[config.mk]
export PLATFORM = sky130hd
export DESIGN_NAME = mc_issue_controller
export DESIGN_NICKNAME = d
export VERILOG_FILES = /design/src/rtl/mc_issue_pkg.sv /design/src/rtl/mc_scoreboard.sv /design/src/rtl/mc_issue_controller.sv
export SDC_FILE = /design/constraint.sdc
export NUM_CORES = 1
export LEC_CHECK = 0
export BUFFER_PORTS_ARGS = -buffer_cell sky130_fd_sc_hd__buf_4
export CORE_ASPECT_RATIO = 1.5
export CORE_MARGIN = 2
export CORE_UTILIZATION = 53
export CTS_CLUSTER_DIAMETER = 120
export DETAILED_ROUTE_END_ITERATION = 8
export GPL_TIMING_DRIVEN = 0
export PLACE_DENSITY_LB_ADDON = 0.2
export SLEW_MARGIN = 20
export SYNTH_ARGS = -nofsm -noshare
export SYNTH_HDL_FRONTEND = slang
export SYNTH_SLANG_ARGS = --single-unit
[constraint.sdc]
create_clock -name clk -period 4.7 [get_ports clk]
set_input_delay 1.175 -clock clk [delete_from_list [all_inputs] [get_ports clk]]
set_output_delay 1.175 -clock clk [all_outputs]
set_load 0.02 [all_outputs]
[src/rtl/mc_issue_pkg.sv]
// mc_issue_pkg: shared index type, hazard_cause bit positions and default multicycle mask
package mc_issue_pkg;
    typedef logic [5:0] reg_idx_t;
    typedef enum logic [1:0] {
        HC_RAW    = 2'd0,
        HC_WAW    = 2'd1,
        HC_STRUCT = 2'd2
    } hazard_cause_t;
    localparam logic [5:0] UNIT_MC_DEFAULT = 6'b000111;
endpackage

[src/rtl/mc_scoreboard.sv]
// mc_scoreboard: in-flight destination busy bits, {is_fp, reg} indexed, with writeback bypass on lookup
module mc_scoreboard
    import mc_issue_pkg::*;
#(
    parameter int NUM_REGS = 64
) (
    input  logic       clk,
    input  logic       reset,
    input  logic       set_en,
    input  reg_idx_t   set_idx,
    input  logic       wb_valid,
    input  reg_idx_t   wb_rd,
    input  reg_idx_t   rs1,
    input  reg_idx_t   rs2,
    input  reg_idx_t   rs3,
    input  reg_idx_t   rd,
    output logic [2:0] rs_busy,
    output logic       rd_busy
);
    logic [NUM_REGS-1:0] reg_busy;
    logic [NUM_REGS-1:0] eff_busy;
    always_comb begin
        eff_busy = reg_busy;
        if (wb_valid) eff_busy[wb_rd] = 1'b0;
    end
    assign rs_busy = {eff_busy[rs3], eff_busy[rs2], eff_busy[rs1]};
    assign rd_busy = eff_busy[rd];
    // x0 is hardwired, so it is never tracked; a same-cycle set overrides the writeback clear
    always_ff @(posedge clk or posedge reset) begin
        if (reset) begin
            reg_busy <= '0;
        end else begin
            if (wb_valid) reg_busy[wb_rd] <= 1'b0;
            if (set_en && set_idx != '0) reg_busy[set_idx] <= 1'b1;
        end
    end
endmodule

[src/rtl/mc_issue_controller.sv]
// mc_issue_controller: ID->EXE issue decision, unit occupancy, pipeline clears/enables and stall counter
module mc_issue_controller
    import mc_issue_pkg::*;
#(
    parameter int NUM_UNITS = 6,
    parameter logic [NUM_UNITS-1:0] UNIT_MC = NUM_UNITS'(UNIT_MC_DEFAULT),
    parameter int NUM_REGS = 64,
    parameter int STALL_CNT_W = 16
) (
    input  logic                   clk,
    input  logic                   reset,
    input  logic                   id_valid,
    input  logic [NUM_UNITS-1:0]   id_unit,
    input  reg_idx_t               id_rs1,
    input  reg_idx_t               id_rs2,
    input  reg_idx_t               id_rs3,
    input  logic [2:0]             id_rs_used,
    input  reg_idx_t               id_rd,
    input  logic                   id_wr_rd,
    input  logic                   wb_valid,
    input  reg_idx_t               wb_rd,
    input  logic [NUM_UNITS-1:0]   unit_done,
    input  logic [NUM_UNITS-1:0]   unit_stall,
    input  logic                   load_hazard,
    input  logic                   branch_hazard,
    input  logic                   stall_pipl,
    output logic                   issue_fire,
    output logic [2:0]             hazard_cause,
    output logic                   if_id_reg_clr,
    output logic                   id_exe_reg_clr,
    output logic                   exe_mem_reg_clr,
    output logic                   mem_wb_reg_clr,
    output logic                   pc_reg_en,
    output logic                   if_id_reg_en,
    output logic                   id_exe_reg_en,
    output logic                   exe_mem_reg_en,
    output logic                   mem_wb_reg_en,
    output logic [NUM_UNITS-1:0]   unit_busy,
    output logic [STALL_CNT_W-1:0] stall_cnt
);
    logic [2:0] rs_busy;
    logic       rd_busy;
    logic       struct_haz;
    logic       hazard;
    logic       hold;

    mc_scoreboard #(.NUM_REGS(NUM_REGS)) u_scoreboard (
        .clk     (clk),
        .reset   (reset),
        .set_en  (issue_fire & id_wr_rd),
        .set_idx (id_rd),
        .wb_valid(wb_valid),
        .wb_rd   (wb_rd),
        .rs1     (id_rs1),
        .rs2     (id_rs2),
        .rs3     (id_rs3),
        .rd      (id_rd),
        .rs_busy (rs_busy),
        .rd_busy (rd_busy)
    );

    // A multicycle unit finishing this cycle can accept the next op in the same cycle
    assign struct_haz = |(id_unit & ((UNIT_MC & unit_busy & ~unit_done) | (~UNIT_MC & unit_stall)));
    always_comb begin
        hazard_cause            = '0;
        hazard_cause[HC_RAW]    = id_valid & |(id_rs_used & rs_busy);
        hazard_cause[HC_WAW]    = id_valid & id_wr_rd & rd_busy;
        hazard_cause[HC_STRUCT] = id_valid & struct_haz;
    end
    assign hazard     = |hazard_cause;
    assign issue_fire = id_valid & ~hazard & ~load_hazard & ~branch_hazard & ~stall_pipl;
    assign hold       = stall_pipl | load_hazard | hazard;

    assign pc_reg_en       = ~hold;
    assign if_id_reg_en    = ~hold;
    assign id_exe_reg_en   = ~stall_pipl;
    assign exe_mem_reg_en  = ~stall_pipl;
    assign mem_wb_reg_en   = ~stall_pipl;
    assign if_id_reg_clr   = branch_hazard;
    assign id_exe_reg_clr  = branch_hazard | load_hazard | hazard;
    assign exe_mem_reg_clr = branch_hazard;
    assign mem_wb_reg_clr  = 1'b0;

    always_ff @(posedge clk or posedge reset) begin
        if (reset) begin
            unit_busy <= '0;
            stall_cnt <= '0;
        end else begin
            unit_busy <= (unit_busy & ~unit_done) | ({NUM_UNITS{issue_fire}} & id_unit & UNIT_MC);
            if (hazard && !(&stall_cnt)) stall_cnt <= stall_cnt + 1'b1;
        end
    end
endmodule

# Yosys cells after proc, flatten, opt, wreduce, memory -nomap -nowiden
# Index checks and enable logic that the tools add are counted.
# classes
n_reduce_logical,10
n_addsub,1
n_lt_le_gt_ge,7
bitwise_logic,29
muxes,14
# op_table
op,count
$mux 64,2
$and 64x64->64,1
$not 64->64,1
$or 64x64->64,1
$lt 6x7->1 const B,5
$bmux 1 s6,4
$add 16x1->16 const B,1
$reduce_and 16->1,1
$and 6x6->6,2
$demux 1 s6,2
$ge 6x1->1 const B,2
$and 1x1->1,9
$and 3x3->3,2
$and 3x6->6,1
$mux 1,6
$not 6->6,1
$or 6x3->6,1
$or 6x6->6,1
$reduce_bool 6->1,1
$reduce_or 3->1,2
$reduce_or 6->1,1
$not 1->1,5
$logic_and 1x1->1,4
$or 1x1->1,4
$logic_not 1->1,1
# totals
out_inout_bits,35
input_bits,59
ff_bits,86

# Logic depth before layout (Yosys ltp)
# Gate-level depths: netlist (run 1).
# depth
ltp_word,21
mapped_depth,14
ltp_nobuf,10

# Modules after synthesis
# A second synthesis (run 1) with hierarchy kept.
# hier_totals
cells_unflattened,665
hier_area_um2,6233.5
# modules_own_cells
module,cells_per_inst,n_inst,area_each_um2
mc_scoreboard,551,1,5084.9
mc_issue_controller,114,1,1148.6

# Worst setup path after synthesis (run 1)
# Ideal clock, no wire load.
# synth_path
path_kind,input -> output
start,input wb_valid
end,output pc_reg_en
path_stages,13
slack_ns,-0.787
arrival_ns,4.312
cell_sequence,buf_6 -> or4b_4 -> buf_6 -> o41ai_1 -> mux2i_1 -> a211oi_1 -> a2111oi_0 -> a311oi_1 -> o22ai_1 -> nor2_1 -> nor2_1 -> nor4_1 -> buf_4
# synth_via
elab_chain_cells,9
word_cells_on_any_way,16
cone_classes,mux: 9; bitwise: 5; reduce/logical: 2
# synth_rtl
element,line_no,text
from (decl),mc_issue_controller.sv:20,"input logic wb_valid,"
$mux 64 (*),mc_scoreboard.sv:24,if (wb_valid) eff_busy[wb_rd] = 1'b0;
$bmux 1 s6,mc_scoreboard.sv:26,"assign rs_busy = {eff_busy[rs3], eff_busy[rs2], eff_busy[rs1]};"
$mux 1 (not written as such),mc_scoreboard.sv:26,
$and 3x3->3 (*),mc_issue_controller.sv:66,hazard_cause[HC_RAW] = id_valid & |(id_rs_used & rs_busy);
$reduce_or 3->1 (*),mc_issue_controller.sv:66,
$and 1x1->1 (*),mc_issue_controller.sv:66,
net hazard_cause[0],mc_issue_controller.sv:28,"output logic [2:0] hazard_cause,"
$reduce_or 3->1 (*),mc_issue_controller.sv:70,assign hazard = |hazard_cause;
$or 1x1->1 (*),mc_issue_controller.sv:72,assign hold = stall_pipl | load_hazard | hazard;
$not 1->1 (*),n/a,
to (decl),mc_issue_controller.sv:33,"output logic pc_reg_en,"
# Mark *: on every way through the listed nets, which the timed path passes. The rest lies on a longest branch. The select of a mux whose other input is x is not followed.

# Final worst setup path (run 1)
# layout_path
start,input wb_rd[3]
end,output issue_fire
# layout_via
elab_chain_cells,18
word_cells_on_any_way,26
cone_classes,order compare: 2; mux: 11; bitwise: 10; reduce/logical: 3
# layout_rtl
element,line_no,text
from (decl),mc_issue_controller.sv:21,"input reg_idx_t wb_rd,"
$lt 6x7->1 (not written as such) or $ge 6x1->1 (tied branches),mc_scoreboard.sv:24,
$logic_and 1x1->1 (not written as such),mc_scoreboard.sv:24,
$mux 1 (not written as such),mc_scoreboard.sv:24,
$demux 1 s6 (*),n/a,
$not 64->64 (no source line) (*),n/a,
$and 64x64->64 (no source line) (*),n/a,
$mux 64 (*),mc_scoreboard.sv:24,
$bmux 1 s6,mc_scoreboard.sv:26,
$mux 1 (not written as such),mc_scoreboard.sv:26,
$and 3x3->3,mc_issue_controller.sv:66,
$reduce_or 3->1,mc_issue_controller.sv:66,
$and 1x1->1,mc_issue_controller.sv:66,
$reduce_or 3->1 (*),mc_issue_controller.sv:70,
$not 1->1 (*),mc_issue_controller.sv:71,assign issue_fire = id_valid & ~hazard & ~load_hazard & ~branch_hazard & ~stall_pipl;
$and 1x1->1 (*) (4 in a row),mc_issue_controller.sv:71,
to (decl),mc_issue_controller.sv:27,"output logic issue_fire,"
# Every way passes the cells marked *; elsewhere a longest branch is shown, timed or not. The select of a mux whose other input is x is not followed.

==> results.cfg, run 1 <==
[run_status]
status = complete, but fails checks
violations = design-rule violations, negative setup slack

[synth]
syn_avg_cell_area_um2 = 8.82
syn_nets = 801
synth_warnings = 0
synth_ff_type = dfrtp_1
syn_area_mm2 = 0.00653
yosysUniqueCellTypes = 73
synthArstFlopShare_pct = 100
synth-seq-cells = 86
synth_enable_flop_cells = 0
yosysSeqAreaShare_pct = 32.9
synth_cells = 741

[floorplan]
die_y_um = 140
die_x_um = 94.6
rows = 49
ioPinCount = 94
die_area_mm2 = 0.0132
initial_utilization_pct = 54.4
core_area_mm2 = 0.0120

[cells_and_area]
antennaDiodeCount = 0
final_nets = 916
syn_to_final_growth_pct = 28.2
finish.instance_area_mm2 = 0.00837
layout-drive-gt1-share_pct = 29.9

[critical_path]
worst_r2r_path_depth = 11
timing.critical_path.arrival_ns = 4.43
cp_max_fo = 5
critPathKind = in2out
crit_required_ns = 3.52
crit_path_end_kind = output port
start_kind = primary input

[timing]
setup-tns-final_ns = -3.84
setup_viol = 6
worst_slew_margin_rel_pct = 29.5
max_freq_ghz = 0.178
finalHoldViolCount = 0
fin_crit_sh_pct = 119
rsz0062_at_grt = true
skew_ns = 0.00975
setup_ws_ns = -0.907
fin_crit_ns = 5.61
worst_pin_slew_ns = 1.05
slew_viol_final = 0

[clocking]
clock_latency_ns = 0.35
h-tree-depth = 3
cts_hold_buf = 0
cts_inserted_buffers = 9
clock_sinks = 86
cts_max_path_buffers = 2
tritoncts = done
clockRootBuffer = clkbuf_16
clk_pin_slew_ns = 0.06

[placed_design]
dp_hpwl_um = 20500
gp_congestion = 1.08
placed_cell_area_mm2 = 0.00747
port_buffers = 82

[drt]
dr_total_vias = 7533
drtAntennaViolNets = 0
drt_iter0_markers = 955
wl_um = 28800
viasPerCell = 7.44
wl_per_cell_um = 28.4
drt_pass1_iterations = 9
drc_errors = 1

[hold_path]
hold_path_class = reg2reg
hold_depth = 1

[grt]
grt_pass1_vias = 7563
antenna_found_initial = 1
grt_max_degree = 51
grt_overflow_total = 0
grt_util_all_layers_pct = 44.1
grt_pass1_wl_um = 43100

[pwr]
p_leak_nw = 3.25
irDropWorstVdd_uv = 367
fin_total_pwr_mw = 2.16
p_per_area_mw_per_mm2 = 258

[run]
cap_violations = 0
-- where the power goes --
group	switching (mW)	internal, mW
logic	0.383	0.258
registers	0.0591	0.791
clock network	0.308	0.359
total	0.750	1.41
-- flip-flops by register name (all words and copies together) (netlist names) --
register	count
u_scoreboard.reg_busy	64
stall_cnt	16
unit_busy	6
-- logic make-up after synthesis --
logic type / count (synthesis) / synth area share, %
XOR/XNOR: 16 / 2.15
adder cells (fa/ha/maj): 1 / 0.192
AO/OA/AOI/OAI: 254 / 25.1
AND/OR/NAND/NOR: 258 / 20.6
flip-flops: 86 / 32.9
multiplexers: 44 / 12.3
other: 1 / 0.0574
buffers and inverters: 81 / 6.65
-- synthesized netlist by cell type, types with 13 or more instances --
| cell | count | area (µm²) |
|---|---|---|
| nand3_1 | 18 | 90.1 |
| nor2_1 | 49 | 184 |
| inv_1 | 21 | 78.8 |
| mux4_2 | 24 | 541 |
| o211ai_1 | 23 | 173 |
| nor3_1 | 21 | 105 |
| clkbuf_1 | 23 | 86.3 |
| a22oi_1 | 19 | 143 |
| nand4_1 | 13 | 81.3 |
| nand2_1 | 80 | 300 |
| dfrtp_1 | 86 | 2150 |
| xor2_1 | 13 | 114 |
| o21ai_0 | 122 | 611 |
-- cell usage in the layout (no fill, tap or decap), types with 9 or more instances in the layout --
cell       instances
a22oi_1           19
and3_1            12
buf_4            108
buf_6             11
clkbuf_1          17
clkbuf_16          9
dfrtp_1           86
inv_1             19
mux4_2            24
nand2_1           79
nand3_1           18
nand4_1           13
nor2_1            45
nor2b_1           12
nor3_1            19
o2111ai_1         10
o211ai_1          23
o21ai_0           83
o21ai_1           17
o21ai_2           23
xor2_1            13
-- routing by layer --
layer	vias to the layer above	part of all wire [%]	track usage (%)	routed length, µm
li1	3070	-	-	-
met1	3564	32	50.7	9280
met2	685	46	68.9	13200
met3	214	11	10.3	3300
met4	0	10	35.9	3020
met5	-	0	0	0
-- through the flow --
| step | util (%) | setup WS (ns) | hold WS, ns | std cells |
|---|---|---|---|---|
| floorplan | - | -0.194 | 0.475 | 741 |
| global placement | 61.9 | -2.00 | 0.485 | 976 |
| detailed placement | 62.2 | -1.95 | 0.484 | 977 |
| CTS | 68.3 | -0.825 | 0.501 | 1010 |
| global route | 69.7 | -0.971 | 0.530 | 1013 |
| finish | 69.7 | -0.907 | 0.504 | 1013 |
-- path summary, 6_finish.rpt --
path	slack [ns]	to	start
setup reg to reg	1.38	stall_cnt[12]	u_scoreboard.reg_busy[2]
setup / recovery	-0.91	issue_fire	wb_rd[3]
hold reg to reg	0.50	stall_cnt[9]	stall_cnt[9]
max in group asynchronous	3.22	u_scoreboard.reg_busy[60]	reset
min in group asynchronous	0.85	unit_busy[5]	reset
hold / removal	0.50	stall_cnt[9]	stall_cnt[9]
-- repair_timing --
action | in CTS | in global routing
setup buffers | 17 | 3
endpoints found under the setup margin | 88 | 8
pin swaps | 16 | 2
gates cloned | 1 | 0
resized for setup | 91 | 38
-- critical path: stages --
cell	delay, ns
buf_12	0.11
or4b_4	0.59
buf_12	0.18
o41ai_4	0.42
nor3_1	0.12
nor4_2	0.44
a2111oi_4	0.06
a311oi_2	0.35
o22ai_2	0.20
a211oi_2	0.30
buf_4	0.16
nand2_4	0.05
buf_8	0.15
inv_6	0.04
buf_6	0.10
-- final cells by class --
cell class,count,area (µm²)
Buffer,58,384
Clock buffer,9,225
Fill cell,938,3640
Sequential cell,86,2150
Multi-Input combinational cell,574,4410
Clock inverter,6,46.3
Tap cell,153,191
Inverter,23,95.1
Timing Repair Buffer,104,866
Note: power is estimated with default switching activity, not from simulation.
==> run 2: changes to the inputs <==
- CORE_UTILIZATION: 53 -> 54
- CTS_BUF_LIST: unset -> sky130_fd_sc_hd__clkbuf_4
==> run 2 against run 1 <==
Effect of this change:
- the flow still finishes with violations (design-rule violations, negative setup slack)
- hold slack better by 0.0059 ns
- flip-flop and latch count unchanged
- global-route usage decreased by 1.6 points
- utilization shrank 0.20 points
- combinational power down 0.8%
- critical path type unchanged
==> results.cfg, run 2 (same netlist as run 1, synthesis figures left out) <==
[critical_path]
cp_max_fo = 8
crit_path_start = wb_rd[0]
worst_r2r_path_depth = 13
rr_startpoint = u_scoreboard.reg_busy[12]
endpoint = pc_reg_en
crit_path_end_kind = output port
crit_required_ns = 3.52
reg2reg_slack_ns = 1.13
timing.critical_path.arrival_ns = 4.32
start_kind = primary input
critPathKind = in2out
r2r_end = stall_cnt[12]

[timing]
worst_pin_slew_ns = 1.10
slew_viol_final = 0
max_freq_ghz = 0.182
rsz0062_at_grt = true
fin_crit_sh_pct = 117
skew_ns = 0.0224
setup_ws_ns = -0.800
fin_crit_ns = 5.50
finalHoldViolCount = 0
setup_viol = 6
holdWs_ns = 0.510
worst_slew_margin_rel_pct = 26.3

[clocking]
clk_pin_slew_ns = 0.14
cts_max_path_buffers = 2
clock_sinks = 86
tritoncts = done
cts_hold_buf = 0
clock_latency_ns = 0.46
cts_inserted_buffers = 9
clockRootBuffer = clkbuf_4
h-tree-depth = 3

[cells_and_area]
final_cell_mix = 106 x buf_4, 86 x dfrtp_1, 79 x nand2_1, 77 x o21ai_0, 45 x nor2_1
fin_util_pct = 69.5
stdcell_count = 1012
largest-register = u_scoreboard.reg_busy
final_nets = 914
reg_top3 = u_scoreboard.reg_busy (64), stall_cnt (16), unit_busy (6)
fillers = 962
syn_to_final_growth_pct = 26.5
layout-drive-gt1-share_pct = 30.8
finish.instance_area_mm2 = 0.00827
layout_commonest_cell = buf_4
largest_register_ffs = 64

[run_status]
violations = design-rule violations, negative setup slack
status = complete, but fails checks

[pwr]
irDropWorstVdd_uv = 321
power_frac_seq_pct = 44.3
p_int_mw = 1.22
p_comb_share_pct = 33.2
p_leak_nw = 3.18
power_switching_mw = 0.702
pwr-share-clk_pct = 22.6
p_sw_share_pct = 36.6
p_per_area_mw_per_mm2 = 232

[floorplan]
initial_utilization_pct = 54.9
ioPinCount = 94
die_y_um = 139
rows = 49
die_x_um = 93.8
die_area_mm2 = 0.0130
core_area_mm2 = 0.0119

[drt]
wl_per_cell_um = 27.1
dr_total_vias = 7360
drt_pass1_iterations = 9
viasPerCell = 7.27
wl_um = 27500
drc_errors = 8
drtAntennaViolNets = 0
drt_iter0_markers = 815

[hold_path]
hold_depth = 1
hold_path_class = reg2reg

[grt]
grt_pass1_vias = 7305
antenna_found_initial = 2
grt_max_degree = 58
met2_usage_pct = 68.8
grt_overflow_total = 0
busiest_layer = met2
grt_pass1_wl_um = 41800
met1_usage_pct = 50.1
grt_util_all_layers_pct = 42.5
globalRouteMet3Util_pct = 10.6

[placed_design]
placed_cell_area_mm2 = 0.00747
placed_cells = 977
dp_hpwl_um = 20000
port_buffers = 82
gp_congestion = 1.00

[run]
cap_violations = 0
## run 2: power by group through the flow
stage,logic [mW],clock network [mW],registers (mW)
final,0.636,0.432,0.849
after detailed placement,0.568,0,0.860
after floorplan,0.289,0,0.901
after global placement,0.550,0,0.858
after global routing,0.670,0.458,0.855
after CTS,0.608,0.431,0.848
## run 2: timing repair
item	CTS	global route
setup buffers	17	5
gates cloned	1	0
gates resized for setup	99	47
endpoints found under the setup margin	88	12
pin swaps	18	16
## run 2: worst min path at each step
stage,startpoint,to,slack (ns)
after floorplan,u_scoreboard.reg_busy[16],u_scoreboard.reg_busy[16],0.47
after global placement,stall_cnt[9],stall_cnt[9],0.48
after detailed placement,unit_busy[3],unit_busy[3],0.49
after CTS,stall_cnt[15],stall_cnt[15],0.51
after global routing,stall_cnt[15],stall_cnt[15],0.52
final,stall_cnt[15],stall_cnt[15],0.51
## run 2: cell type report
class                   instances  area (µm²)  share of cell area (%)
clock inverters                 5        60.1                   0.727
well taps                     153         191                    2.32
multi-input cells             574        4460                    53.9
clock buffers                  10        75.1                   0.908
plain buffers                  54         335                    4.06
repair buffers                106         896                    10.8
inverters                      23        95.1                    1.15
flip-flops and latches         86        2150                    26.0
diodes                          1        2.50                  0.0303
## run 2: per-stage QoR
step | setup WS, ns | setup TNS, ns | total power, mW
final | -0.800 | -3.55 | 1.92
after global routing | -0.868 | -3.91 | 1.98
after CTS | -0.729 | -3.13 | 1.89
after detailed placement | -1.85 | -67.18 | 1.43
after global placement | -1.79 | -60.34 | 1.41
after floorplan | -0.194 | -0.410 | 1.19
## run 2: routing by layer
layer | share of wire [%] | up-vias | wire length, µm
met1 | 33 | 3490 | 9090
met3 | 11 | 176 | 3030
met2 | 48 | 604 | 13100
li1 | - | 3088 | -
met4 | 8.1 | 2 | 2220
met5 | 0.040 | - | 11
## run 2: critical path, cell delays in order
cell      delay, ns
buf_4          0.13
or4b_1         0.50
buf_2          0.24
o21ai_2        0.38
a22oi_1        0.12
a32oi_1        0.27
a221oi_1       0.15
a221oi_1       0.43
o22ai_4        0.17
nor2_4         0.14
nor2_4         0.05
nor4_4         0.29
buf_4          0.16
buf_6          0.10
